==> src/rtl/mem_resp_pkg.sv <==
// Shared widths, FSM state encoding and the captured-request bundle
// for the mem_responder slice.
package mem_resp_pkg;

  localparam int ADDR_W = 5;
  localparam int DATA_W = 8;
  localparam int DEPTH  = 32;

  typedef enum logic [1:0] {
    IDLE,
    WAIT,
    RESP,
    DONE
  } state_t;

  typedef struct packed {
    logic [ADDR_W-1:0] addr;
    logic [DATA_W-1:0] data;
    logic              wr;
  } req_t;

endpackage

==> src/rtl/mem_array.sv <==
// 32x8 storage: one synchronous write port, one combinational read
// port. Contents are never reset.
module mem_array
  import mem_resp_pkg::*;
(
  input  logic              clock,
  input  logic              we,
  input  logic [ADDR_W-1:0] waddr,
  input  logic [DATA_W-1:0] wdata,
  input  logic [ADDR_W-1:0] raddr,
  output logic [DATA_W-1:0] rdata
);

  logic [DATA_W-1:0] mem [DEPTH];

  always_ff @(posedge clock) begin
    if (we) mem[waddr] <= wdata;
  end

  assign rdata = mem[raddr];

endmodule

==> src/rtl/mem_responder.sv <==
// Wait-state memory responder with preload port and level strobes.
// Optional write protection below WP_LIMIT: define MEM_WPROT_EN.
module mem_responder
  import mem_resp_pkg::*;
#(
  parameter int                WAIT_STATES = 1,
  parameter logic [ADDR_W-1:0] WP_LIMIT    = 5'h10
) (
  input  logic              clock,
  input  logic              rst_,
  input  logic [ADDR_W-1:0] addr,
  input  logic              read,
  input  logic              write,
  input  logic [DATA_W-1:0] data_out,
  output logic [DATA_W-1:0] data_in,
  output logic              ready,
  input  logic              ld_en,
  input  logic [ADDR_W-1:0] ld_addr,
  input  logic [DATA_W-1:0] ld_data,
  output logic              acc_err,
  output logic              wp_err
);

  localparam logic [2:0] WS = 3'(WAIT_STATES);

  state_t            state;
  logic [2:0]        cnt;
  req_t              lat;
  logic              wp_hit;
  logic              ld_go;
  logic              cpu_wr;
  logic              mem_we;
  logic [ADDR_W-1:0] mem_waddr;
  logic [DATA_W-1:0] mem_wdata;
  logic [DATA_W-1:0] mem_rdata;
  logic              capture;

`ifdef MEM_WPROT_EN
  assign wp_hit = lat.addr < WP_LIMIT;
`else
  logic unused_wp;
  assign unused_wp = ^WP_LIMIT;
  assign wp_hit    = 1'b0;
`endif

  // rst_ gates both write sources so an aborted access never lands
  assign ld_go  = (state == IDLE) && ld_en && rst_;
  assign cpu_wr = (state == RESP) && lat.wr && !wp_hit && rst_;

  assign mem_we    = ld_go || cpu_wr;
  assign mem_waddr = ld_go ? ld_addr : lat.addr;
  assign mem_wdata = ld_go ? ld_data : lat.data;

  assign capture = (state == IDLE) && !ld_en && (read ^ write);

  mem_array u_mem (
    .clock (clock),
    .we    (mem_we),
    .waddr (mem_waddr),
    .wdata (mem_wdata),
    .raddr (lat.addr),
    .rdata (mem_rdata)
  );

  always_ff @(posedge clock) begin
    if (capture) begin
      lat.addr <= addr;
      lat.data <= data_out;
      lat.wr   <= write;
    end
  end

  always_ff @(posedge clock) begin
    if (!rst_) begin
      state   <= IDLE;
      cnt     <= 3'd0;
      ready   <= 1'b0;
      data_in <= '0;
      acc_err <= 1'b0;
      wp_err  <= 1'b0;
    end else begin
      ready  <= 1'b0;
      wp_err <= 1'b0;
      unique case (state)
        IDLE: begin
          if (!ld_en && read && write) begin
            acc_err <= 1'b1;
          end else if (capture) begin
            cnt   <= 3'd0;
            state <= (WS == 3'd0) ? RESP : WAIT;
          end
        end
        WAIT: begin
          if (cnt == WS - 3'd1) state <= RESP;
          else                  cnt   <= cnt + 3'd1;
        end
        RESP: begin
          ready  <= 1'b1;
          wp_err <= lat.wr && wp_hit;
          if (!lat.wr) data_in <= mem_rdata;
          state  <= DONE;
        end
        DONE: begin
          if (!read && !write) state <= IDLE;
        end
        default: state <= IDLE;
      endcase
    end
  end

endmodule

==> config.mk <==
export PLATFORM = sky130hd
export DESIGN_NAME = mem_responder
export DESIGN_NICKNAME = d
export VERILOG_FILES = /design/src/rtl/mem_resp_pkg.sv /design/src/rtl/mem_array.sv /design/src/rtl/mem_responder.sv
export SDC_FILE = /design/constraint.sdc
export NUM_CORES = 1
export LEC_CHECK = 0
export ABC_AREA = 1
export ABC_CLOCK_PERIOD_IN_PS = 4820
export CAP_MARGIN = 30
export CORE_ASPECT_RATIO = 0.75
export CORE_UTILIZATION = 37
export CTS_CLUSTER_DIAMETER = 60
export DETAILED_ROUTE_END_ITERATION = 7
export GPL_ROUTABILITY_DRIVEN = 0
export PLACE_DENSITY = 0.54
export SKIP_LAST_GASP = 1
export SYNTH_ARGS = -nofsm -noshare
export SYNTH_HDL_FRONTEND = slang
export SYNTH_HIERARCHICAL = 1
export SYNTH_SLANG_ARGS = --single-unit
==> constraint.sdc <==
create_clock -name clock -period 4.82 [get_ports clock]
set_clock_uncertainty 0.1 [all_clocks]
set_input_delay 0.964 -clock clock [delete_from_list [all_inputs] [get_ports clock]]
set_output_delay 0.964 -clock clock [all_outputs]
set_load 0.05 [all_outputs]
== Yosys cells after proc, flatten, opt, wreduce, memory -nomap -nowiden ==
Memory sizes are Yosys's and may differ from the RTL's. A register that Yosys moved wholly into a read port is not among the register bits.
Cells that the tools add are included.

* Bits in registers: 21
* Memory bits (writable): 256
* Input bits: 31
* Output and inout port bits: 11
* Memories kept: 1

* Add/subtract/negate cells: 1
* Eq/ne operators: 8
* Multiplexer cells: 14
* Bitwise logic cells: 2
* Reduce and logical (&&, ||, !) cells: 21

{| class="wikitable"
|+ Memory list
! name !! words !! width !! read ports !! clocked after Yosys merged registers in !! wr ports !! line !! RTL
|-
| u_mem.mem || 32 || 8 || 1 || 1 || 1 || mem_array.sv:14 || <nowiki>logic [DATA_W-1:0] mem [DEPTH];</nowiki>
|}

{| class="wikitable"
|+ Operator list
! operator !! number
|-
| $ne A2 B2 Y1 const B || 5
|-
| $logic_and A1 B1 Y1 || 9
|-
| $mux W3 || 3
|-
| $mux W2 || 4
|-
| $mux W8 || 1
|-
| $pmux W2 S4 || 1
|-
| $reduce_and A4 Y1 || 2
|-
| $pmux W3 S2 || 1
|-
| $mux W5 || 1
|-
| $eq A2 B2 Y1 const B || 2
|-
| $logic_not A1 Y1 || 4
|-
| $reduce_and A2 Y1 || 2
|-
| $add A3 B1 Y3 const B || 1
|-
| $logic_not A3 Y1 || 1
|-
| $mux W1 || 3
|-
| $eq A2 B1 Y1 const B || 1
|-
| $logic_not A2 Y1 || 1
|-
| $reduce_bool A2 Y1 || 1
|-
| $logic_or A1 B1 Y1 || 1
|-
| $not A1 Y1 || 1
|-
| $xor A1 B1 Y1 || 1
|}

== Longest topological paths before layout ==
Gate-level depths: netlist (run 1).

* Word-level depth: 6
* Gate-level depth with buffers: 13
* Gate-level depth less buffers: 11

== Modules after synthesis ==
The synthesis (run 1) kept the hierarchy.

{| class="wikitable"
|+ By module, submodules not included
! module !! instances !! cells an instance !! area each (µm²)
|-
| mem_array || 1 || 914 || 10626.4
|-
| mem_responder || 1 || 144 || 1401.3
|}

== Worst setup path after synthesis (run 1) ==
Ideal clock, no wire load.

* Kind: input-to-reg
* Start: input port rst_
* End: memory u_mem.mem[16][0] (enable)
* Data arrival time: 2.209 ns
* Data required time: 4.350 ns
* Slack: 2.141 ns
* Stages: 6
* Path buffers: 1
* Cells stage by stage: nand3_2 > buf_6 > mux2_4 > inv_1 > nand3_1 > nor2_1

* Elaborated cells between the ends (all ways): 6
* Those cells by class: mux (3); reduce/logical (3)

{| class="wikitable"
|+ RTL lines
! what !! line !! RTL
|-
| start, declared || mem_responder.sv:10 || <nowiki>input logic rst_,</nowiki>
|-
| $logic_and A1 B1 Y1 || mem_responder.sv:47 || <nowiki>assign ld_go = (state == IDLE) && ld_en && rst_;</nowiki>
|-
| $mux W5 || mem_responder.sv:51 || <nowiki>assign mem_waddr = ld_go ? ld_addr : lat.addr;</nowiki>
|-
| named net mem_waddr[2] || mem_responder.sv:33 || <nowiki>logic [ADDR_W-1:0] mem_waddr;</nowiki>
|-
| end, declared || mem_array.sv:14 ||
|}

The timed path passes the listed nets, and every way through them passes these cells.

== Final worst setup path (run 1) ==
* Start: input port rst_
* End: memory u_mem.mem[0][4] (enable)

The elaborated chain is that of the path after synthesis.

==> results of run 1 <==
## stage by stage
step | std cells | total power [mW] | util
floorplan | 1058 | 3.731 | -
global placement | 1486 | 4.111 | 0.4004
detailed placement | 1487 | 4.120 | 0.4013
CTS | 1533 | 6.115 | 0.4272
global route | 1533 | 6.313 | 0.4272
finish | 1533 | 6.073 | 0.4272
## area by class of cell
cell class              count  share of cell area
flip-flops and latches    285              0.6228
multi-input cells         689              0.2281
clock inverters            12            0.006580
well taps                 435             0.04032
clock buffers              34             0.05422
repair buffers             49             0.03985
inverters                  29            0.008156
## state kept, by name (all words and copies together) (netlist names)
signal     cells
lat           14
data_in        8
state          2
u_mem/mem    256
cnt            3
acc_err        1
ready          1
## worst paths after layout
path | from | end | slack (ns) | depth (start not counted)
worst max-delay path | rst_ | u_mem/mem[0][4] | 1.05 | 6
worst min-delay path | acc_err | acc_err | 0.38 | 2
worst max register to register | lat[9] | data_in[1] | 1.51 | 12
worst min register to register | acc_err | acc_err | 0.38 | 2
## per-layer routing
metal | global-route usage | up-vias
li1 | - | 3678
met5 | 0 | -
met4 | 0.04136 | 0
met2 | 0.2676 | 226
met3 | 0.02876 | 34
met1 | 0.2734 | 3710
## cell families (layout without fill, tap and decap cells)
family / after synthesis / after routing / synth area share
mux: 13 / 13 / 0.01498
buf+inv: 84 / 124 / 0.04494
compound gates: 15 / 15 / 0.006241
flops: 285 / 285 / 0.6991
other cells: 1 / 1 / 0.0003118
simple gates: 652 / 652 / 0.2262
fa+ha+maj: 8 / 8 / 0.008322
## layout by cell type (no fill, tap or decap), types with 9 or more instances in the layout
cell	Yosys	final
edfxtp_1	270	270
o21ai_0	10	10
nor2_1	62	62
clkdlybuf4s50_1	0	40
dfxtp_1	15	15
inv_1	27	27
nand3_1	208	208
clkbuf_16	0	27
mux2_4	9	9
nand2_1	379	379
## worst max-delay path, delay by kind of cell
kind / cells / cell delay, ns
buf+inv: 2 / 0.88
mux: 1 / 0.37
simple gates: 3 / 1.61
## power groups by stage
| stage | sequential, mW | combinational [mW] | clock (mW) |
|---|---|---|---|
| floorplan | 3.04 | 0.687 | 0 |
| global placement | 3.02 | 1.09 | 0 |
| detailed placement | 3.02 | 1.10 | 0 |
| CTS | 2.97 | 1.10 | 2.04 |
| global route | 2.97 | 1.21 | 2.13 |
| finish | 2.97 | 1.10 | 2.01 |
## cells in the mapped netlist (all sizes together)
master    n
nand2   379
edfxtp  270
nand3   209
nor2     62
buf      47
inv      29
dfxtp    15
mux2     13
o21ai    10
clkbuf    8
ha        8
a21oi     5
conb      1
nand3b    1
nand4     1
==> metrics.md, run 1 <==
| Metric | Value |
|---|---|
| Status | complete, no violations |
| Io pins | 42 |
| Hold Crit Class | flip-flop to flip-flop |
| Total Wirelength | 29590 µm |
| VDD IR max | 302.3 µV |
| Max incr delay on CP | 0.79 ns |
| Post-CTS setup buffer count | 0 |
| Power per cell area | 449.8 nW/µm² |
| Clock Sinks | roughly 290 |
| Required time worst endpoint | 4.89 ns |
| Finished Cell Area | approximately 14000 µm² |
| Slowest cell on crit path | clkdlybuf4s50_1 |
| Crit path cell chain | clkdlybuf4s50_1 > nand3_2 > mux2_2 > inv_1 > nand3_1 > nor2_1 |
| Slew Limit Headroom | 0.4714 |
| Placeable Area | 31600 µm² |
| Cell count after synthesis | ~1100 |
| Avg Cell Area, Syn | approximately 11 µm² |
| Top Layer Used | met4 |
| Vias/cell | around 5.0 |
| Hold slack | 0.3757 ns |
| Max Slew Vio Count | 0 |
| Sequential Area | between 8000 and 9000 µm² |
| 1st-iter DRT viols | 696 |
| Largest net degree at the start of global routing | 113 |
| Crit path kind | input pin to flip-flop |
| Final Setup Violations | 0 |
| Antenna cell count | 0 |
| CTS buffer count | 27 |
| Place WS | 0.5646 ns |
| DIE HEIGHT | roughly 160 µm |
| Synth area leaders | edfxtp_1 67%, nand2_1 12%, nand3_1 8.7% |
| WP data arrival | 3.84 ns |
| CTS tree | built |
| M1 WL | 14710 µm |
| CP Max Fanout | 14 |
| Post-CTS Hold Buffers | 0 |
| FILL cells | 3043 |
| Int Pwr | 4.329 mW |
| Met3 Routed Length | 1677 µm |
| 1st-pass router iterations | 6 |
| Type of origin of the critical path | input pin |
| Skew-Pair Late Insertion Delay | between 0.5 and 0.6 ns |
| Clock-pin transition on the worst setup and hold timing paths | 0.06 ns |
| Max Cap Viol | 0 |
| Final net count | 1120 |
| Post-DRT Antenna Nets | 0 |
| Fin worst setup slack | about 1.0 ns |
| Pleak | slightly below 5 nW |
| Clock root buffer | clkbuf_16 |
| Die W | between 200 and 250 µm |
| Logic gate share of total power | 0.181 |
| Area after DPL | 12680 µm² |
| Max Freq | 0.2651 GHz |
| RSZ-0062 raised after global routing | no |
| Detailed-route via count | 7648 |
| Post-synth net total | 1097 |
| Yosys reg bits | ~290 |
| Worst-Margin Slew | 0.7930 ns |
| Clk pwr share | 0.330 |
| YS warnings | 6 |
| Initial antenna violation count | 0 |
| Clk buf depth | 3 |
| Post-Syn Area | 12030 µm² |
| Dpl hpwl | 18200 µm |
| Post-layout minimum cycle time | between 3 and 4 ns |
| IO Port Bufs | 40 |
| Unique cell type count in the Yosys netlist | 21 |
| Post-CTS Resized | 0 |
| Std-Cell Rows | 56 |
| Crit share post-route | 0.7825 |
| Met2 WL | 12680 µm |
| Cell taking the most area after synthesis | edfxtp_1 |
| Synth top area share | 0.6741 |
| Share of cells above drive strength 1 | 0.05829 |
| Total gr overflow | 0 |
| Vias in the first global route | 7343 |
| Psw | 1.744 mW |
| Initial Util | 0.3806 |
| Flop pwr share | 0.488 |
| Register area share after synthesis | 0.6991 |
| Sw Share | 0.2872 |
| Area of the multi-input gates | 3079 µm² |
| Drt drc | 0 |
| Setup TNS | 0 ns |
| Routed len/inst | a little under 20 µm |
| Crit end category | flip-flop |
| GR Util All Layers | 0.1798 |
| First-pass GRT wire length | approximately 44000 µm |
| CTS H-tree depth | 1 |
| Die ar. | 33240 µm² |
| Final hold vios | 0 |
| Area added between synthesis and finish | 12.24% |
(Power assumes the default switching activity.)
==> run 2: changes to the inputs <==
--- a/config.mk
+++ b/config.mk
@@ -6,14 +6,14 @@
 export NUM_CORES = 1
 export LEC_CHECK = 0
 export ABC_AREA = 1
-export ABC_CLOCK_PERIOD_IN_PS = 4820
+export ABC_CLOCK_PERIOD_IN_PS = 3400
 export CAP_MARGIN = 30
 export CORE_ASPECT_RATIO = 0.75
 export CORE_UTILIZATION = 37
 export CTS_CLUSTER_DIAMETER = 60
 export DETAILED_ROUTE_END_ITERATION = 7
 export GPL_ROUTABILITY_DRIVEN = 0
-export PLACE_DENSITY = 0.54
+export PLACE_DENSITY = 0.56
 export SKIP_LAST_GASP = 1
 export SYNTH_ARGS = -nofsm -noshare
 export SYNTH_HDL_FRONTEND = slang
==> constraint.sdc (replaced) <==
create_clock -name clock -period 3.4 [get_ports clock]
set_clock_uncertainty 0.1 [all_clocks]
set_input_delay 0.68 -clock clock [delete_from_list [all_inputs] [get_ports clock]]
set_output_delay 0.68 -clock clock [all_outputs]
set_load 0.05 [all_outputs]
==> run 2 against run 1 <==
  * Core utilization increased by 1.3 points
  * Sequential power rose by 41%
  * Register-to-register slack worse by 0.73 ns
  * Via count increased by 3.7%
  * Largest power group unchanged
==> metrics.md, run 2 (synthesis gave the netlist of run 1 again) <==
| Metric | Value |
|---|---|
| Status | complete, no violations |
| GR Util All Layers | 0.1876 (+0.007824) |
| Max FFs per register | 256 (unchanged) |
| Required time worst endpoint | 3.55 ns (-1.34 ns) |
| Reg2reg setup slack | 0.78 ns (-0.73 ns) |
| CTS buffer count | 28 (+3.7%) |
| Final hold vios | 0 (unchanged) |
| Initial antenna violation count | 0 (unchanged) |
| Fin worst setup slack | 0.7809 ns (-0.2676 ns) |
| Clock Sinks | 285 (unchanged) |
| Crit end category | flip-flop |
| Drt drc | 0 (unchanged) |
| Slew Limit Headroom | 0.4298 (-0.04160) |
| Max incr delay on CP | 0.40 ns (-0.39 ns) |
| R2r worst-path depth | 9 (-3) |
| Setup TNS | 0 ns (unchanged) |
| Type of origin of the critical path | flip-flop |
| 1st-pass router iterations | 6 (unchanged) |
| Share of cells above drive strength 1 | 0.09274 (+0.03445) |
| Std-Cell Rows | 56 (unchanged) |
| Power Total | 8.954 mW (+47%) |
| IO Port Bufs | 40 (unchanged) |
| Crit path kind | flip-flop to flip-flop |
| RSZ-0062 raised after global routing | no |
| Hold Crit Class | flip-flop to flip-flop |
| Max Freq | 0.3818 GHz |
| Finished Cell Area | 13900 µm² (+3.0%) |
| 1st-iter DRT viols | 727 (+4.5%) |
| Slowest cell on crit path | mux2_2 |
| Clk buf depth | 3 (unchanged) |
| Io pins | 42 (unchanged) |
| Place WS | 0.2911 ns (-0.2735 ns) |
| Post-CTS setup buffer count | 0 (unchanged) |
| WP data arrival | 2.77 ns (-1.07 ns) |
| Crit share post-route | 0.7703 |
| Vias/cell | 5.027 (+0.77%) |
| VDD IR max | 465.3 µV (+54%) |
| Area added between synthesis and finish | 15.56% |
| CTS tree | built |
| Skew-Pair Late Insertion Delay | 0.55 ns (+0.02 ns) |
| Post-CTS Resized | 0 (unchanged) |
| Post-CTS Hold Buffers | 0 (unchanged) |
| Max Slew Vio Count | 0 (unchanged) |
| Hold depth | 2 (unchanged) |
| Crit path cell chain | inv_1 > ha_1 > nand3_2 > mux2_2 > inv_1 > nand3_1 > buf_4 > nor2_1 > buf_4 |
| Placeable Area | 31600 µm² (unchanged) |
| Dpl hpwl | 18860 µm (+3.6%) |
| Vias in the first global route | 7521 (+2.4%) |
| Final net count | 1160 (+3.6%) |
| Area after DPL | 12960 µm² (+2.2%) |
| Pleak | 5.202 nW (+5.1%) |
| First-pass GRT wire length | 46000 µm (+4.5%) |
| Commonest non-fill, non-tap cells in the layout | 379 x nand2_1, 270 x edfxtp_1, 208 x nand3_1, 62 x nor2_1, 43 x buf_4 |
| Total Wirelength | 30570 µm (+3.3%) |
| Hold slack | 0.3891 ns (+0.01339 ns) |
| Initial Util | 0.3806 (unchanged) |
| CP Max Fanout | 8 (-6) |
| Total gr overflow | 0 (unchanged) |
| Largest net degree at the start of global routing | 129 (+14%) |
| Die ar. | 33240 µm² (unchanged) |
| Commonest non-fill, non-tap cell in the layout | nand2_1 |
| CTS H-tree depth | 1 (unchanged) |
| Largest regs | u_mem/mem x256, lat x14, data_in x8 |
| Power per cell area | 644.2 nW/µm² (+43%) |
| Post-DRT Antenna Nets | 0 (unchanged) |
| DIE HEIGHT | 158.1 µm (unchanged) |
| Max Cap Viol | 0 (unchanged) |
| Post-layout minimum cycle time | 2.619 ns |
| Routed len/inst | 19.37 µm (+0.36%) |
| Final Setup Violations | 0 (unchanged) |
| Top reg by flops | u_mem/mem |
| Worst-Margin Slew | 0.8554 ns (+0.06240 ns) |
| Clock-pin transition on the worst setup and hold timing paths | 0.06 ns (about the same) |
| Die W | 210.2 µm (unchanged) |
| Detailed-route via count | 7933 (+3.7%) |
| Clock root buffer | clkbuf_16 |
| Antenna cell count | 0 (unchanged) |
## run 2: cell count changes in the layout (fill, tap and decap cells not counted), moves of 2 or more
cell | previous run | this run
buf_4 | 4 | 43
clkbuf_8 | 3 | 0
clkinv_1 | 3 | 6
clkbuf_16 | 27 | 29
bufinv_16 | 1 | 4
## run 2: layer usage
layer | GRT usage | up-vias | part of all wire | wire, µm
met1 | 0.2899 | 3849 | 0.48 | 14810
li1 | - | 3762 | - | -
met3 | 0.04305 | 30 | 0.082 | 2521
met5 | 0 | - | 0 | 0
met4 | 0.03233 | 0 | 0.013 | 402
met2 | 0.2681 | 292 | 0.42 | 12840
## run 2: per-stage QoR
stage,util,instances
floorplan,-,1058
global placement,0.4103,1526
detailed placement,0.4103,1526
CTS,0.4399,1578
global route,0.4399,1578
finish,0.4399,1578
## run 2: critical path, delay by kind of cell, from the launching register on
family | cells | cell delay [ns]
adder cells (fa/ha/maj) | 1 | 0.30
multiplexers | 1 | 0.40
flip-flops | 1 | 0.38
AND/OR/NAND/NOR | 3 | 0.50
buffers and inverters | 4 | 0.65
## run 2: worst paths after layout
| path | endpoint | startpoint |
|---|---|---|
| worst min-delay path | data_in[1] | data_in[1] |
| worst max register to register | u_mem/mem[14][0] | state[0] |
| worst min register to register | data_in[1] | data_in[1] |
| worst max-delay path | u_mem/mem[14][0] | state[0] |
## run 2: where the power goes
group / switching, mW / internal (mW)
Sequential: 0.0642 / 4.12
Clock: 1.30 / 1.86
Combinational: 1.17 / 0.444
## run 2: area by class of cell
cell class / count / area, µm²
Multi-Input combinational cell: 689 / 3079
Tap cell: 435 / 544.3
Inverter: 29 / 110.1
Fill cell: 2939 / 17700
Clock buffer: 33 / 740.7
Sequential cell: 285 / 8408
Timing Repair Buffer: 88 / 823.3
Clock inverter: 19 / 193.9
